### config.mk
export PLATFORM = sky130hd
export DESIGN_NAME = adder_arb
export DESIGN_NICKNAME = d
export VERILOG_FILES = /design/src/rtl/adder_arb.sv
export SDC_FILE = /design/constraint.sdc
export NUM_CORES = 1
export LEC_CHECK = 0
export BUFFER_PORTS_ARGS = -buffer_cell sky130_fd_sc_hd__buf_2
export CAP_MARGIN = 40
export CORE_ASPECT_RATIO = 0.9
export CORE_MARGIN = 5
export CORE_UTILIZATION = 45
export DETAILED_ROUTE_END_ITERATION = 10
export MAX_ROUTING_LAYER = met4
export PLACE_DENSITY_LB_ADDON = 0.15
export SYNTH_ARGS = -nofsm -noshare
export SYNTH_HDL_FRONTEND = slang
export SYNTH_SLANG_ARGS = --single-unit
### constraint.sdc
create_clock -name clk -period 4.6 [get_ports clk]
set_input_delay 0.46 -clock clk [delete_from_list [all_inputs] [get_ports clk]]
set_output_delay 0.46 -clock clk [all_outputs]
set_load 0.05 [all_outputs]
### src/rtl/adder_arb.sv
// Round-robin arbiter sharing one external N-bit adder among four requesters.
// Optional build macro ADDER_ARB_SAT_EN: saturate signed overflow instead of wrapping.
module adder_arb #(
    parameter int N       = 16,
    parameter int TIMEOUT = 15
) (
    input  logic           clk,
    input  logic           rst,
    input  logic [3:0]     req_valid,
    output logic [3:0]     req_ready,
    input  logic [4*N-1:0] req_dataL,
    input  logic [4*N-1:0] req_dataR,
    output logic [N-1:0]   add_L,
    output logic [N-1:0]   add_R,
    input  logic [N:0]     add_sum,
    output logic           rsp_valid,
    output logic [1:0]     rsp_id,
    output logic [N:0]     rsp_sum,
    input  logic           rsp_ready,
    output logic           rsp_stall
);

    localparam int             CW  = $clog2(TIMEOUT + 1);
    localparam logic [CW-1:0]  TMO = CW'(TIMEOUT);

    typedef enum logic [1:0] {IDLE, EXEC, RESP} state_t;

    state_t          state_q, state_d;
    logic [1:0]      ptr_q, ptr_d;
    logic [N-1:0]    add_l_q, add_l_d;
    logic [N-1:0]    add_r_q, add_r_d;
    logic [1:0]      id_q, id_d;
    logic [N:0]      sum_q, sum_d;
    logic            vld_q, vld_d;
    logic [CW-1:0]   cnt_q, cnt_d;
    logic            grant_vld;
    logic [1:0]      grant_idx;
    logic [1:0]      idx;

`ifdef ADDER_ARB_SAT_EN
    function automatic logic [N:0] sat_sum(input logic [N-1:0] l, input logic [N-1:0] r,
                                           input logic [N:0] s);
        if (l[N-1] == r[N-1] && s[N-1] != l[N-1])
            return l[N-1] ? {2'b11, {(N-1){1'b0}}} : {2'b00, {(N-1){1'b1}}};
        return s;
    endfunction
`endif

    // Descending scan so the requester closest to ptr (offset 0) wins last.
    always_comb begin
        grant_vld = 1'b0;
        grant_idx = ptr_q;
        idx       = ptr_q;
        for (int k = 3; k >= 0; k--) begin
            idx = ptr_q + 2'(k);
            if (req_valid[idx]) begin
                grant_vld = 1'b1;
                grant_idx = idx;
            end
        end
    end

    assign req_ready = (state_q == IDLE && !rst && grant_vld) ? (4'b0001 << grant_idx) : 4'b0000;

    always_comb begin
        state_d = state_q;
        ptr_d   = ptr_q;
        add_l_d = add_l_q;
        add_r_d = add_r_q;
        id_d    = id_q;
        sum_d   = sum_q;
        vld_d   = vld_q;
        cnt_d   = cnt_q;
        case (state_q)
            IDLE: begin
                if (grant_vld) begin
                    add_l_d = req_dataL[grant_idx*N +: N];
                    add_r_d = req_dataR[grant_idx*N +: N];
                    id_d    = grant_idx;
                    ptr_d   = grant_idx + 2'd1;
                    state_d = EXEC;
                end
            end
            EXEC: begin
`ifdef ADDER_ARB_SAT_EN
                sum_d   = sat_sum(add_l_q, add_r_q, add_sum);
`else
                sum_d   = add_sum;
`endif
                vld_d   = 1'b1;
                cnt_d   = '0;
                state_d = RESP;
            end
            RESP: begin
                if (cnt_q != TMO)
                    cnt_d = cnt_q + 1'b1;
                if (rsp_ready) begin
                    vld_d   = 1'b0;
                    state_d = IDLE;
                end
            end
            default: state_d = IDLE;
        endcase
    end

    always_ff @(posedge clk) begin
        if (rst) begin
            state_q <= IDLE;
            ptr_q   <= '0;
            add_l_q <= '0;
            add_r_q <= '0;
            id_q    <= '0;
            sum_q   <= '0;
            vld_q   <= 1'b0;
            cnt_q   <= '0;
        end else begin
            state_q <= state_d;
            ptr_q   <= ptr_d;
            add_l_q <= add_l_d;
            add_r_q <= add_r_d;
            id_q    <= id_d;
            sum_q   <= sum_d;
            vld_q   <= vld_d;
            cnt_q   <= cnt_d;
        end
    end

    assign add_L     = add_l_q;
    assign add_R     = add_r_q;
    assign rsp_valid = vld_q;
    assign rsp_id    = id_q;
    assign rsp_sum   = sum_q;
    assign rsp_stall = (state_q == RESP) && (cnt_q >= TMO);

endmodule
==> run_results.csv <==
group,metric,value,unit
timing,slew_headroom,0.509,
synth,ys.flop_type,"dfxtp_1",
worst_setup_path,arrival,2.41,ns
run,cap_violations,0,
placement,dp_cells,617,
global_route,use_met3,0.0593,
synth,synth_cells,340,
placement,port_buffers,208,
floorplanning,rows,28,
synth,synth_top_area_share,0.398,
cts,cts_resized,0,
floorplanning,die_w,96.3,um
synth,syn-num-nets,493,
timing,max_slew.worst_pin.slew,0.737,ns
floorplanning,die_h,87.7,um
worst_setup_path,crit_start,"ptr_q[1]$_SDFFE_PP0P_",
route,vias_per_cell,5.32,
placement,place.gp.congestion,0.851,
timing,slew_viol_final,0,
global_route,grt_pass1_wl,15.2,mm
worst_hold_path,hp-start,"rsp_ready",
timing,clock_skew,0.00852,ns
route,route.vias.total,3369,
synth,yosysWarnings,0,
placement,pre_cts_slack,1.67,ns
timing,finalSetupViolCount,0,
floorplanning,io_pins,209,
power,p_per_area,417,nW/um2
global_route,grt_overflow,0,
cts,path_clk_slew,0.07,ns
timing,setup_tns,0,ns
timing,fin_crit_sh,0.623,
timing,setup_ws,1.73,ns
cts,numClockSinks,60,
finish,layout_common_cells,"buf_2 (208), nand2_1 (73), dfxtp_1 (60)",
cts,cts_buffer_depth,2,
worst_setup_path,cp-end-kind,"output port",
synth,yosysTopAreaCell,"dfxtp_1",
worst_setup_path,worstSetupStartpointType,"flip-flop",
route,drt-pass1-iter-count,4,
power,cellLeakagePower,0.00200,uW
synth,synth_area,3020,um2
cts,cts_tree,"yes",
synth,synth.distinct_cells,39,
global_route,grt_max_degree,45,
global_route,grt_most_used_layer,"met2",
finish,antenna_cells,0,
route,drt_iter0_drc,112,
cts,post_cts.repair.setup_buffers,0,
cts,root_buffer,"clkbuf_8",
synth,avgSynthCellArea,8.87,um2
cts,h-tree-depth,3,
worst_setup_path,timing.rr.start,"ptr_q[1]$_SDFFE_PP0P_",
timing,rsz0062_at_grt,"no",
floorplanning,core-area,6550,um2
placement,dp_hpwl,7.61,mm
global_route,grt_pass1_vias,3235,
timing,max_freq,349,MHz
finish,stdcell_count,633,
floorplanning,die_area,8440,um2
outcome,status,"finished clean",
global_route,antenna_found_initial,0,
finish,fin_nets,691,
worst_hold_path,worstHoldPathType,"in -> reg",
route,route.detailed.drc,0,
global_route,gr-usage-met1,0.289,
timing,finalHoldViolations,0,
synth,synth_edf_count,0,
global_route,track_usage,0.240,
synth,async_flop_share,0,
cts,cts_inserted_buffers,9,
global_route,use_met2,0.394,
worst_setup_path,setup.worst_path.class,"reg -> out",
timing,min_period,2.87,ns
finish,mostFrequentLayoutCell,"buf_2",
route,wl,9.97,mm
cts,cts_hold_buffers,0,
route,wl_per_cell,15.7,um
finish,area_growth,41.0,%
worst_setup_path,cp_max_fo,24,
synth,yosys_register_bits,60,
worst_setup_path,crit_required,4.14,ns
route,ant_nets,0,
finish,drive_above_1_share,0.448,
floorplanning,initial_core_util,0.460,
power,peakVddDrop,0.241,mV
synth,ys_top_cells_by_area,"dfxtp_1 (40%), mux2i_1 (11%), nand2_1 (9.1%)",
synth,synth_seq_area_share,0.398,
cts,clock_latency,0.34,ns
==> metal layers <==
| metal | up-vias | wire [um] |
|---|---|---|
| li1 | 1655 | - |
| met1 | 1545 | 4120 |
| met2 | 158 | 4880 |
| met3 | 11 | 837 |
| met4 | 0 | 129 |
| met5 | - | 0 |
==> stage by stage <==
stage / hold slack, ns / cell area, um2 / utilization / total power, uW
6_report: 0.313 / 4250 / 0.649 / 1770
5_1_grt: 0.314 / 4250 / 0.649 / 1870
4_1_cts: 0.299 / 4250 / 0.649 / 1790
3_5_place_dp: 0.445 / 4070 / 0.621 / 1340
3_3_place_gp: 0.438 / 4060 / 0.619 / 1320
2_1_floorplan: 0.465 / 3020 / - / 1150
==> power breakdown <==
part	switching [uW]	internal (uW)	leakage (uW)
clock	204	245	0.0000996
combinational	476	210	0.00141
sequential	42.1	595	0.000494
total	722	1050	0.00200
==> critical path, cell delays in order (launching register included) <==
cell     delay [ns]
dfxtp_1        0.38
and3b_1        0.20
or4_4          0.50
nand2_2        0.48
and2_1         0.23
buf_2          0.27
==> cells in the mapped netlist (all sizes together) (2+ instances only) <==
cell type	instances
nor2b	7
mux2i	33
nand3b	2
a32oi	31
clkbuf	6
nand2b	5
nor3	6
a211oi	4
or4	2
nand2	75
xor2	2
and3b	2
nor3b	2
nand3	4
buf	22
dfxtp	60
a21oi	23
and2	3
o211ai	31
nor2	10
==> state kept, by name, indices dropped and copies added, names as in the netlist <==
register	flops
rsp_valid	1
rsp_sum	17
ptr_q	2
rsp_id	2
state_q	2
add_L	16
add_R	16
cnt_q	4
==> cell type report <==
class | instances | area [um2]
clock buffer | 10 | 128
clock inverter | 6 | 55.1
fill | 622 | 2300
inverter | 1 | 3.75
multi-input combinational | 251 | 1650
sequential | 60 | 1200
tap | 90 | 113
timing repair buffer | 215 | 1100
==> final timing paths <==
path | end | cells past startpoint | slack (ns)
hold reg to reg | rsp_sum[3]$_SDFFE_PP0P_ | 2 | 0.45
setup / recovery | req_ready[3] | 5 | 1.73
setup reg to reg | add_R[1]$_SDFFE_PP0P_ | 6 | 1.88
hold / removal | rsp_valid$_SDFFE_PP0P_ | 2 | 0.31
==> cells by family (layout without fill, tap and decap cells) <==
group	count (synthesis)	after routing	share of synthesized area
flip-flops	60	60	0.398
AND/OR/NAND/NOR	121	121	0.187
XOR/XNOR	2	2	0.00581
adder cells (fa/ha/maj)	1	1	0.00415
multiplexers	33	33	0.109
AO/OA/AOI/OAI	94	94	0.237
buffers and inverters	29	232	0.0589
Note: power is estimated with default switching activity, not from simulation.
